<file path="src/rtl/pipe_interlock.sv">
`default_nettype none
// ============================================================================
// Module      : pipe_interlock
// Description : Hazard interlock and forwarding controller. Tracks pending
//               register writes of the in-flight stages after ID in a small
//               scoreboard and derives IF/ID hold, ID/EX bubble, branch flush,
//               operand forwarding selects and stall/flush event counters.
// Revision    : 1.0 - initial release
// ============================================================================
module pipe_interlock #(
    parameter int STAGES    = 3,   // in-flight writer stages after ID (2..6)
    parameter int REG_AW    = 5,   // register address width
    parameter int FWD_EN    = 0,   // 0: stall on any RAW, 1: forward
    parameter int RF_BYPASS = 0,   // 1: WR stage never a hazard
    parameter int CNT_W     = 16   // performance counter width
) (
    input  logic              clk,
    input  logic              rst_n,
    input  logic              id_valid,
    input  logic [REG_AW-1:0] id_rs,
    input  logic [REG_AW-1:0] id_rt,
    input  logic              id_use_rs,
    input  logic              id_use_rt,
    input  logic              id_reg_wr,
    input  logic [REG_AW-1:0] id_rw,
    input  logic              id_is_load,
    input  logic              ex_br_taken,
    input  logic              cnt_clr,
    output logic              if_stall,
    output logic              id_stall,
    output logic              ex_bubble,
    output logic              flush_ifid,
    output logic [2:0]        fwd_a_sel,
    output logic [2:0]        fwd_b_sel,
    output logic [CNT_W-1:0]  stall_cnt,
    output logic [CNT_W-1:0]  flush_cnt
);

    // Entries 1..c_CHK_DEPTH can still be hazards; with a bypassing register
    // file the WR entry has already delivered its data.
    localparam int              c_CHK_DEPTH = STAGES - RF_BYPASS;
    localparam logic [STAGES:1] c_CHK_MASK  = STAGES'((2 ** c_CHK_DEPTH) - 1);

    // Scoreboard: bit/element k describes the instruction k stages past ID.
    logic [STAGES:1]             r_sb_v;
    logic [STAGES:1][REG_AW-1:0] r_sb_rw;
    // Only the EX entry's load flag is ever consulted (load-use is a
    // one-stage hazard), so the flag is not carried further down the pipe.
    logic                        r_sb1_ld;

    logic [CNT_W-1:0] r_stall_cnt;
    logic [CNT_W-1:0] r_flush_cnt;

    logic [STAGES:1] w_match_rs;
    logic [STAGES:1] w_match_rt;
    logic [STAGES:1] w_chk_rs;
    logic [STAGES:1] w_chk_rt;
    logic            w_hz_rs;
    logic            w_hz_rt;
    logic [2:0]      w_sel_a;
    logic [2:0]      w_sel_b;
    logic            w_hz;
    logic            w_stall;
    logic            w_flush;
    logic            w_issue;

    // Per-entry address match; register 0 is hard-wired and never matches.
    for (genvar k = 1; k <= STAGES; k++) begin : g_match
        assign w_match_rs[k] = r_sb_v[k] && (r_sb_rw[k] != '0) && (r_sb_rw[k] == id_rs);
        assign w_match_rt[k] = r_sb_v[k] && (r_sb_rw[k] != '0) && (r_sb_rw[k] == id_rt);
    end

    assign w_chk_rs = w_match_rs & c_CHK_MASK;
    assign w_chk_rt = w_match_rt & c_CHK_MASK;

    if (FWD_EN != 0) begin : g_fwd
        // Forwarding covers everything except a load still in EX.
        assign w_hz_rs = id_use_rs && w_match_rs[1] && r_sb1_ld;
        assign w_hz_rt = id_use_rt && w_match_rt[1] && r_sb1_ld;

        // Youngest producer wins: scan oldest to youngest, last hit sticks.
        always_comb begin
            w_sel_a = 3'd0;
            w_sel_b = 3'd0;
            for (int k = STAGES; k >= 1; k--) begin
                if (id_use_rs && w_chk_rs[k]) w_sel_a = 3'(k);
                if (id_use_rt && w_chk_rt[k]) w_sel_b = 3'(k);
            end
        end
    end else begin : g_nofwd
        // Without forwarding any pending writer of a used source stalls.
        assign w_hz_rs = id_use_rs && (|w_chk_rs);
        assign w_hz_rt = id_use_rt && (|w_chk_rt);
        assign w_sel_a = 3'd0;
        assign w_sel_b = 3'd0;
    end

    assign w_hz    = id_valid && (w_hz_rs || w_hz_rt);
    assign w_flush = ex_br_taken;
    assign w_stall = w_hz && !ex_br_taken;
    assign w_issue = id_valid && id_reg_wr && !w_hz && !ex_br_taken;

    // While reset is held the pipeline is kept drained: bubble, no hold.
    assign if_stall   = rst_n && w_stall;
    assign id_stall   = rst_n && w_stall;
    assign flush_ifid = rst_n && w_flush;
    assign ex_bubble  = !rst_n || w_stall || w_flush;
    assign fwd_a_sel  = rst_n ? w_sel_a : 3'd0;
    assign fwd_b_sel  = rst_n ? w_sel_b : 3'd0;
    assign stall_cnt  = r_stall_cnt;
    assign flush_cnt  = r_flush_cnt;

    // Scoreboard shift on the pipeline edge; a new entry only for issued writers.
    always_ff @(negedge clk or negedge rst_n) begin
        if (!rst_n) begin
            r_sb_v   <= '0;
            r_sb_rw  <= '0;
            r_sb1_ld <= 1'b0;
        end else begin
            for (int k = 2; k <= STAGES; k++) begin
                r_sb_v[k]  <= r_sb_v[k-1];
                r_sb_rw[k] <= r_sb_rw[k-1];
            end
            r_sb_v[1]  <= w_issue;
            r_sb_rw[1] <= w_issue ? id_rw : '0;
            r_sb1_ld   <= w_issue && id_is_load;
        end
    end

    // Saturating stall/flush event counters; clear wins over increment.
    always_ff @(negedge clk or negedge rst_n) begin
        if (!rst_n) begin
            r_stall_cnt <= '0;
            r_flush_cnt <= '0;
        end else if (cnt_clr) begin
            r_stall_cnt <= '0;
            r_flush_cnt <= '0;
        end else begin
            if (w_stall && (r_stall_cnt != '1)) r_stall_cnt <= r_stall_cnt + 1'b1;
            if (w_flush && (r_flush_cnt != '1)) r_flush_cnt <= r_flush_cnt + 1'b1;
        end
    end

endmodule
`default_nettype wire

</file>
<file path="config.mk">
export PLATFORM = sky130hd
export DESIGN_NAME = pipe_interlock
export DESIGN_NICKNAME = d
export VERILOG_FILES = /design/src/rtl/pipe_interlock.sv
export SDC_FILE = /design/constraint.sdc
export NUM_CORES = 1
export LEC_CHECK = 0
export BUFFER_PORTS_ARGS = -buffer_cell sky130_fd_sc_hd__buf_2
export CAP_MARGIN = 0
export CORE_UTILIZATION = 48
export DETAILED_ROUTE_END_ITERATION = 10
export MAX_ROUTING_LAYER = met4
export PLACE_DENSITY = 0.81
export SLEW_MARGIN = 10
export SYNTH_ARGS = -nofsm -noshare
export SYNTH_HDL_FRONTEND = slang
export SYNTH_SLANG_ARGS = --single-unit
</file>
<file path="constraint.sdc">
create_clock -name clk -period 2.35 [get_ports clk]
set_input_delay 0.3525 -clock clk [delete_from_list [all_inputs] [get_ports clk]]
set_output_delay 0.3525 -clock clk [all_outputs]
set_load 0.005 [all_outputs]
</file>
==> metrics.md, run 1 <==
| Metric | Value |
|---|---|
| Synth Area in Compound Gates | approximately a tenth |
| Diode count | 0 |
| Worst vdd ir | approximately 0.36 mV |
| Initial antenna violation count | 0 |
| Pre-antenna DRT Iters | 4 |
| Final ANT Viol Nets | 0 |
| Most frequent cells in the layout | buf_4 (68), buf_2 (55), dfrtn_1 (50) |
| Fin util | 79.0% |
| Clock latency on the worst-skew pair | 0.30 ns |
| Ys async rst share | 100% |
| DRC | 0 |
| Buf/Inv on CP | 3 |
| Hold Crit Class | flip-flop to flip-flop |
| Mux cell area share after synthesis | 0.379% |
| Crit path max-delay family | simple AND/OR/NAND/NOR gates |
| Post-synth EDFFs | 0 |
| Synth top area cells | dfrtn_1 (47%), xnor2_1 (8.6%), xor2_1 (6.0%) |
| P per Cell Area | 413 nW/um^2 |
| Unrepaired setup endpoints after global routing | true |
| Leakage | 1.97 nW |
| # rows | 26 |
| I/O pins | 66 |
| Vias in the first global route | 2383 |
| Post-synth top area share | 47.4% |
| Hold WS | 0.376 ns |
| Fillers | 298 |
| Setup violators final | 64 |
| CP Max Fanout | 3 |
| Cts bufs inserted | 5 |
| Hold buffer count at CTS | 0 |
| Area of the mapped netlist | 2640 um^2 |
| Hpwl dp | 4420 um |
| Layout cells sized above 1 | 53.4% |
| CTS tree | yes |
| Die area | around 5800 um^2 |
| Critical path arrival | 3.46 ns |
| H-tree levels | 2 |
| Final cell count without fillers | about 470 |
| Yosys cell types | 37 |
| Die width | 76.2 um |
| Routed len/inst | 17.2 um |
| Register area share after synthesis | 47.4% |
| Gate count of the mapped netlist | ~260 |
| GR Overflow Total | 0 |
| Initial Utilization | 50.7% |
| Vias per cell | 5.62 |
| Area of placed instances | 3270 um^2 |
| Total track usage | 25.3% |
| Setup CP Type | flip-flop to primary output |
| Global-route wire length before repair | between 10000 and 15000 um |
| Nets | around 420 |
| Clk slew on worst S/H paths | 0.06 ns |
| Max_cap viols | 0 |
| Critical-path top delay cell | dfrtn_1 |
| Post-synthesis adder-cell area fraction | 0.947% |
| Critical path's largest stage delay | 0.45 ns |
| Core ar. | 5200 um^2 |
| CP endpoint kind | primary output |
| Final setup TNS | -26.87 ns |
| Final hold violation count | 0 |
| Via count | 2636 |
| Worst EP required | approximately 2 ns |
| Flops & latches, synth | 50 |
| Max Clock Skew | 0.00578 ns |
| PnR worst setup slack | -1.46 ns |
| Fin area | just over 4000 um^2 |
| Main synth FF type | dfrtn_1 |
| CP cell instances | buf_6 -> xnor2_2 -> nand3_1 -> nor4_2 -> o31ai_1 -> a211o_2 -> buf_12 -> nor2_4 -> buf_2 |
| Crit start category | flip-flop |
| P&R area growth vs syn | 55.8% |
| Outcome | finished, violations left |
| GP Congestion | 0.977 |
| Post-synth top area cell | dfrtn_1 |
| Failing checks | setup timing |
| Die Ht | 76.2 um |
| Post-Synth Simple-Gate Area | 22.3% |
| Post-placement cell count | 411 |
| Synth warnings | 0 |
| Mean Syn Cell Area | a little over 10 um^2 |
| Longest Clk Path Bufs | 2 |
| XOR/XNOR Fraction of Synth Area | 14.6% |
| Pins over their slew limit | 0 |
| CTS sink cnt | 50 |
| Total wire length | 8070 um |
| Commonest non-fill, non-tap cell in the layout | buf_4 |
| IO buf count | 58 |
| Clk root buf | clkbuf_8 |
| Largest family of logic cells by synthesized area | simple AND/OR/NAND/NOR gates |
| Iter 0 DRT Violations | roughly 220 |
| Largest net degree at the start of global routing | 54 |
## worst paths after layout
kind                                  from       endpoint  slack (ns)  cells past startpoint
worst min-delay path             r_sb_v[1]      r_sb_v[2]        0.38                      0
worst max register to register  r_sb_rw[8]  stall_cnt[11]       -0.36                     11
worst min register to register   r_sb_v[1]      r_sb_v[2]        0.38                      0
min in group asynchronous            rst_n   flush_cnt[6]        1.08                      2
worst max-delay path            r_sb_rw[8]       id_stall       -1.46                      9
max in group asynchronous            rst_n   stall_cnt[9]        1.00                      2
## flip-flops by register name, summed over array words and instances, names as in the netlist
register and flops:
r_sb_rw 15, r_sb_v 3, flush_cnt 16, stall_cnt 16
## cells by family after synthesis
logic type                 Yosys count
other                                1
DFF                                 50
adders and majority gates            2
xor gates and xnor gates            44
buffers and inverters               21
muxes                                1
AOI/OAI and AO/OA                   39
and+or+nand+nor                    104
## per-layer routing
layer	GRT usage, %	part of all wire, %	vias up
li1	-	-	1205
met2	44.0	53	98
met3	3.71	4.4	15
met1	30.3	41	1318
met5	-	0	-
met4	8.08	1.7	0
## area by class of cell
class                   count  area (um^2)  share of cell area, %
clock buffers               6         72.6                   1.76
clock inverters             2         37.5                  0.912
inverters                   5         18.8                  0.456
multi-input cells         196         1630                   39.6
flip-flops and latches     50         1250                   30.4
well taps                  70         87.6                   2.13
repair buffers            140         1020                   24.8
## power by group
part | leakage [nW] | internal [W] | switching [W] | total, W
combinational | 1.23 | 0.0000981 | 0.000103 | 0.000201
clock | 0.0514 | 0.000318 | 0.000289 | 0.000607
sequential | 0.692 | 0.000878 | 0.0000118 | 0.000889
## timing repair
item,4_1_cts,5_1_grt
pin swaps,14,50
gates resized for setup,20,63
hold endpoints to repair,0,0
setup buffers,31,19
setup endpoints to repair,67,69
## through the flow
stage | setup WS [ns] | total power, W
after floorplan | -1.16 | 0.000977
after global placement | -1.18 | 0.00105
after detailed placement | -1.25 | 0.00106
after CTS | -1.42 | 0.00167
after global routing | -1.50 | 0.00175
final | -1.46 | 0.00170
## Yosys cell counts (2+ instances only)
master and count:
xnor2_1 26, nand3_1 12, xor2_1 18, buf_4 8, nand4_1 13, ha_1 2
a21oi_1 16, inv_1 5, and3_1 7, nor4_1 7, or3_1 2, dfrtn_1 50
nand2_1 9, clkbuf_1 5, o21ai_0 2, nor3_1 2, buf_2 2, o31ai_1 14
and2_1 8, or4_1 14, nor2_1 24
Note: power is estimated with default switching activity, not from simulation.
==> run 2: changes to the inputs <==
Settings changed: CORE_MARGIN from default to 2.
==> run 2 against run 1 <==
- the run still ends with setup timing left
- utilization shrank 6.0 points
- sequential cell count unchanged
- wire length shrank 6.8%
- sequential power is essentially flat
- via count fell by 3.1%
- clock power down 13%
- sequential share of layout area is 1.3 points higher
- first-iteration DRC count is 19% lower
- die area is 5.3% higher
- worst hold slack worse by 0.020 ns
- non-clock buffer count down 1
- critical path type unchanged
- critical endpoint is now if_stall
- largest cell class unchanged
==> metrics.md, run 2 (synthesis results as in run 1) <==
| Metric | Value |
|---|---|
| Outcome | finished, violations left |
| Failing checks | setup timing |
| Nets | 423 (-0.24%) |
| Diode count | 0 (unchanged) |
| Die area | 6110 um^2 (+5.3%) |
| # rows | 27 (+3.8%) |
| Critical-path top delay cell | dfrtn_1 |
| Hold buffer count at CTS | 0 (unchanged) |
| Largest net degree at the start of global routing | 33 (-39%) |
| Capturing point of the worst reg2reg path | stall_cnt[3] |
| Routed len/inst | 16.0 um (-7.0%) |
| Initial Utilization | 48.9% (-1.9 points) |
| Core ar. | 5410 um^2 (+3.8%) |
| Total track usage | 24.4% (-0.88 points) |
| Most frequent cells in the layout | buf_4 (71), buf_2 (57), dfrtn_1 (50) |
| Leakage | 1.90 nW (-3.5%) |
| Fin util | 73.0% (-6.0 points) |
| Flop2flop setup slack | -0.16 ns (+0.20 ns) |
| Reg power frac | 55.2% (+2.8 points) |
| Met3 wire length | 255 um (-28%) |
| Clock latency on the worst-skew pair | 0.31 ns (about the same) |
| Critical path capture point | if_stall |
| Clk root buf | clkbuf_8 |
| Final ANT Viol Nets | 0 (unchanged) |
| Max_cap viols | 0 (unchanged) |
| DRC | 0 (unchanged) |
| Worst vdd ir | 0.286 mV (-20%) |
| Via count | 2554 (-3.1%) |
| Critical path arrival | 3.39 ns (-0.07 ns) |
| WHS Path Cells | 0 (unchanged) |
| Psw | 0.000401 W (-0.82%) |
| Hold WS | 0.356 ns (-0.0202 ns) |
| Die width | 78.2 um (+2.6%) |
| Worst setup path startpoint | r_sb_rw[8] |
| R2R cell count | 9 (-2) |
| GP Congestion | 0.980 (+0.35%) |
| I/O pins | 66 (unchanged) |
| Crit start category | flip-flop |
| Combinational power share | 12.1% (+0.3 points) |
| Area of placed instances | 3310 um^2 (+1.3%) |
| GR Overflow Total | 0 (unchanged) |
| Met2 wire length | 4010 um (-5.8%) |
| CTS sink cnt | 50 (unchanged) |
| Int Power | 0.00121 W (-6.4%) |
| CTS tree | yes |
| Worst R2R Start | r_sb_rw[8] |
| Critical path's largest stage delay | 0.51 ns (+0.06 ns) |
| P per Cell Area | 408 nW/um^2 (-1.1%) |
| Power share of the clock group | 32.6% (-3.2 points) |
| Met1 Routed Length | 3140 um (-5.1%) |
| Pins over their slew limit | 0 (unchanged) |
| Final hold violation count | 0 (unchanged) |
| Initial antenna violation count | 0 (unchanged) |
| CP endpoint kind | primary output |
| Worst EP required | 2.00 ns (about the same) |
| Setup CP Type | flip-flop to primary output |
| Sw frac | 24.9% (+1.1 points) |
| Vias per cell | 5.43 (-3.3%) |
| Max Clock Skew | 0.00564 ns (-0.000139 ns) |
| P&R area growth vs syn | 49.4% |
| H-tree levels | 2 (unchanged) |
| PnR worst setup slack | -1.39 ns (+0.0752 ns) |
| IO buf count | 58 (unchanged) |
| CP Max Fanout | 3 (unchanged) |
| Vias in the first global route | 2370 (-0.55%) |
| Unrepaired setup endpoints after global routing | true |
| Global-route wire length before repair | 11400 um (+1.3%) |
| Setup violators final | 59 (-7.8%) |
| Layout cells sized above 1 | 47.0% (-6.4 points) |
| Iter 0 DRT Violations | 178 (-19%) |
| Top Layer Used | met4 |
| Fin area | 3950 um^2 (-4.1%) |
| Die Ht | 78.2 um (+2.6%) |
| Longest Clk Path Bufs | 2 (unchanged) |
| Commonest non-fill, non-tap cell in the layout | buf_4 |
| Pre-antenna DRT Iters | 4 (unchanged) |
| Hold Crit Class | flip-flop to flip-flop |
| Total wire length | 7520 um (-6.8%) |
| Cts bufs inserted | 5 (unchanged) |
| CP cell instances | buf_12 -> xnor2_2 -> nand3_1 -> nor4_2 -> o31ai_2 -> a211o_2 -> buf_6 -> nor2_4 -> buf_2 |
| Clk slew on worst S/H paths | 0.06 ns (about the same) |
| Hpwl dp | 4680 um (+5.9%) |
==> run 2: cell types whose count changed in the layout (fill, tap and decap cells not counted), sizes merged <==
cell    delta
buf        -1
bufinv     -1
clkinv     +1
==> run 2: what timing repair did <==
action                                  in CTS  in global routing
endpoints found under the setup margin      64                 70
resized for setup                           10                 31
buffers inserted                            32                 17
pin swaps                                   13                 16
==> run 2: layout make-up <==
type                            instances  area, um^2
Clock buffer                            6        82.6
Clock inverter                          2        12.5
Fill cell                             413        1460
Inverter                                5        18.8
Multi-Input combinational cell        196        1500
Sequential cell                        50        1250
Tap cell                               72        90.1
Timing Repair Buffer                  139         990
==> run 2: critical path, delay by kind of cell, from the launching register on <==
kind	cells	cell delay, ns
compound gates	2	0.49
xor+xnor	1	0.09
buf+inv	3	0.38
flops	1	0.51
simple gates	3	0.44
==> run 2: power groups by stage <==
stage	Sequential [W]	Clock (W)	Combinational, W
after global routing	0.000891	0.000572	0.000213
after detailed placement	0.000906	0	0.000156
after global placement	0.000906	0	0.000153
after CTS	0.000888	0.000538	0.000174
after floorplan	0.000906	0	0.0000714
final	0.000890	0.000526	0.000196
==> run 2: routing by layer <==
metal	GRT usage, %	vias up
met1	30.6	1250
li1	-	1215
met3	4.02	10
met2	41.2	79
met5	-	-
met4	7.02	0
==> run 2: worst min-delay path by stage <==
| stage | slack (ns) | from | endpoint |
|---|---|---|---|
| after floorplan | 0.33 | r_sb_v[2] | r_sb_v[3] |
| after global placement | 0.34 | r_sb_rw[3] | r_sb_rw[8] |
| after detailed placement | 0.35 | r_sb_v[2] | r_sb_v[3] |
| after CTS | 0.35 | r_sb_rw[3] | r_sb_rw[8] |
| after global routing | 0.38 | r_sb_rw[3] | r_sb_rw[8] |
| final | 0.36 | r_sb_rw[3] | r_sb_rw[8] |
==> run 2: per-stage QoR <==
step / setup slack (ns) / power, W / cells / TNS (ns)
6_report: -1.39 / 0.00161 / 470 / -23.28
5_1_grt: -1.48 / 0.00168 / 470 / -26.29
4_1_cts: -1.38 / 0.00160 / 454 / -21.05
3_5_place_dp: -1.24 / 0.00106 / 415 / -30.43
3_3_place_gp: -1.15 / 0.00106 / 415 / -28.25
2_1_floorplan: -1.16 / 0.000977 / 267 / -19.58
==> run 3: changes to the inputs <==
Settings changed: PLACE_DENSITY 0.81 to default, PLACE_DENSITY_LB_ADDON from default to 0.3.
==> run 3 against run 2 <==
- the run still ends with setup timing left
- final area up 9.4%
- count of clock-buffer cells in the layout unchanged
- critical path depth down 2
- register-to-register slack worse by 0.16 ns
- clock power up 45%
- sequential cell count unchanged
- sequential power about the same
- clock skew up 0.0013 ns
- global-route usage up 1.8 points
- largest cell class unchanged
==> metrics.md, run 3 (synthesis results as in run 1) <==
| Metric | Value |
|---|---|
| Initial antenna violation count | 0 (unchanged) |
| GP Congestion | 1.01 (+2.8%) |
| Fin util | 79.9% (+6.9 points) |
| Tot Pwr | 0.00186 W (+15%) |
| Met2 wire length | 4600 um (+14%) |
| Critical path arrival | 3.44 ns (+0.05 ns) |
| # rows | 27 (unchanged) |
| Met3 wire length | 467 um (+83%) |
| Die Ht | 78.2 um (unchanged) |
| Critical path's largest stage delay | 0.55 ns (+0.04 ns) |
| Pre-antenna DRT Iters | 4 (unchanged) |
| Crit path max-delay family | simple AND/OR/NAND/NOR gates |
| Outcome | finished, violations left |
| Setup violators final | 62 (+5.1%) |
| DRC | 0 (unchanged) |
| Nets | 420 (-0.71%) |
| Most frequent cells in the layout | buf_4 (66), buf_2 (52), dfrtn_1 (50) |
| Clk slew on worst S/H paths | 0.06 ns (about the same) |
| Critical-path top delay cell | or4_4 |
| Setup CP Type | flip-flop to primary output |
| Final setup TNS | -23.47 ns (-0.198 ns) |
| Failing checks | setup timing |
| P&R area growth vs syn | 63.4% |
| Via count | 2670 (+4.5%) |
| Global-route wire length before repair | 12200 um (+7.2%) |
| Longest Clk Path Bufs | 2 (unchanged) |
| Final ANT Viol Nets | 0 (unchanged) |
| CP cell instances | or4_4 -> nor2_4 -> nor4_4 -> o31ai_2 -> a211o_2 -> nand3b_1 -> buf_2 |
| Buf/Inv on CP | 1 (-2) |
| Initial Utilization | 48.9% (unchanged) |
| Worst vdd ir | 0.337 mV (+18%) |
| Diode count | 0 (unchanged) |
| Worst EP required | 2.00 ns (about the same) |
| Hold Crit Class | flip-flop to flip-flop |
| Vias per cell | 5.72 (+5.2%) |
| Routed len/inst | 18.4 um (+15%) |
| H-tree levels | 2 (unchanged) |
| Cts bufs inserted | 5 (unchanged) |
| Largest net degree at the start of global routing | 34 (+3.0%) |
| Crit start category | flip-flop |
| Vias in the first global route | 2517 (+6.2%) |
| CP Max Fanout | 3 (unchanged) |
| CTS tree | yes |
| Commonest non-fill, non-tap cell in the layout | buf_4 |
| PnR worst setup slack | -1.44 ns (-0.0522 ns) |
| Hold buffer count at CTS | 0 (unchanged) |
| Max Clock Skew | 0.00691 ns (+0.00126 ns) |
| Fillers | 292 (-29%) |
| Pre-CTS setup slack | -1.23 ns (+0.00277 ns) |
| Total track usage | 26.2% (+1.8 points) |
| CTS sink cnt | 50 (unchanged) |
| Clock latency on the worst-skew pair | 0.31 ns (about the same) |
| Iter 0 DRT Violations | 176 (-1.1%) |
| P per Cell Area | 431 nW/um^2 (+5.5%) |
| Top Layer Used | met4 |
| Clk root buf | clkbuf_8 |
| Leakage | 2.03 nW (+7.0%) |
| Post-placement cell count | 416 (+0.24%) |
| Max_cap viols | 0 (unchanged) |
| IO buf count | 58 (unchanged) |
| Unrepaired setup endpoints after global routing | true |
| Met1 Routed Length | 3320 um (+5.5%) |
| GR Overflow Total | 0 (unchanged) |
| Hpwl dp | 4570 um (-2.2%) |
| Final hold violation count | 0 (unchanged) |
| CP endpoint kind | primary output |
| I/O pins | 66 (unchanged) |
| Die width | 78.2 um (unchanged) |
| Core ar. | 5410 um^2 (unchanged) |
| Pins over their slew limit | 0 (unchanged) |
| Total wire length | 8590 um (+14%) |
| Final cell count without fillers | 467 (-0.64%) |
| Die area | 6110 um^2 (unchanged) |
| Layout cells sized above 1 | 55.9% (+9.0 points) |
run 3: cell count changes in the layout (fill, tap and decap cells not counted), sizes merged:
cell	change
clkinvlp	-1
clkbuf	+1
bufinv	+2
clkinv	-1
buf	-4
run 3: worst paths after layout:
kind	from	to	slack (ns)	cells after the start
max in group asynchronous	rst_n	r_sb_rw[0]	0.86	2
worst min register to register	r_sb_v[1]	r_sb_v[2]	0.38	0
worst max-delay path	r_sb_rw[11]	ex_bubble	-1.44	7
min in group asynchronous	rst_n	stall_cnt[13]	0.98	1
worst min-delay path	r_sb_v[1]	r_sb_v[2]	0.38	0
worst max register to register	r_sb_rw[13]	stall_cnt[2]	-0.32	11
run 3: routing by layer:
layer / track usage (%) / vias to the layer above
li1: - / 1203
met1: 32.4 / 1343
met2: 45.6 / 102
met3: 3.33 / 22
met4: 7.37 / 0
met5: - / -
run 3: final cells by class:
class                           instances  area, um^2  area share (%)
Multi-Input combinational cell        196        1770            41.1
Sequential cell                        50        1250            29.0
Timing Repair Buffer                  136        1040            24.1
Tap cell                               72        90.1            2.09
Clock buffer                            6        82.6            1.91
Clock inverter                          2        60.1            1.39
Inverter                                5        18.8           0.435
run 3: worst register-to-register path: cells and delay by family (launching register included):
family,cells,cell delay [ns]
simple gates,3,0.84
buf+inv,4,0.57
xor+xnor,1,0.10
flops,1,0.46
compound gates,3,0.72
run 3: stage by stage:
stage                     area (um^2)  hold slack (ns)
after floorplan                  2720            0.331
after global placement           3300            0.352
after detailed placement         3300            0.360
after CTS                        3940            0.361
after global routing             4320            0.390
final                            4320            0.383
run 3: where the power goes:
part	total, W	leakage (nW)	internal, W	switching, W
Clock	0.000762	0.0714	0.000454	0.000307
Sequential	0.000889	0.692	0.000878	0.0000115
Combinational	0.000209	1.27	0.000101	0.000108
run 3: repair_timing:
item                       in CTS  in global routing
pin swaps                      28                 23
resized for setup              53                 59
buffers inserted               31                 11
setup endpoints to repair      68                 67
cloned                          1                  1
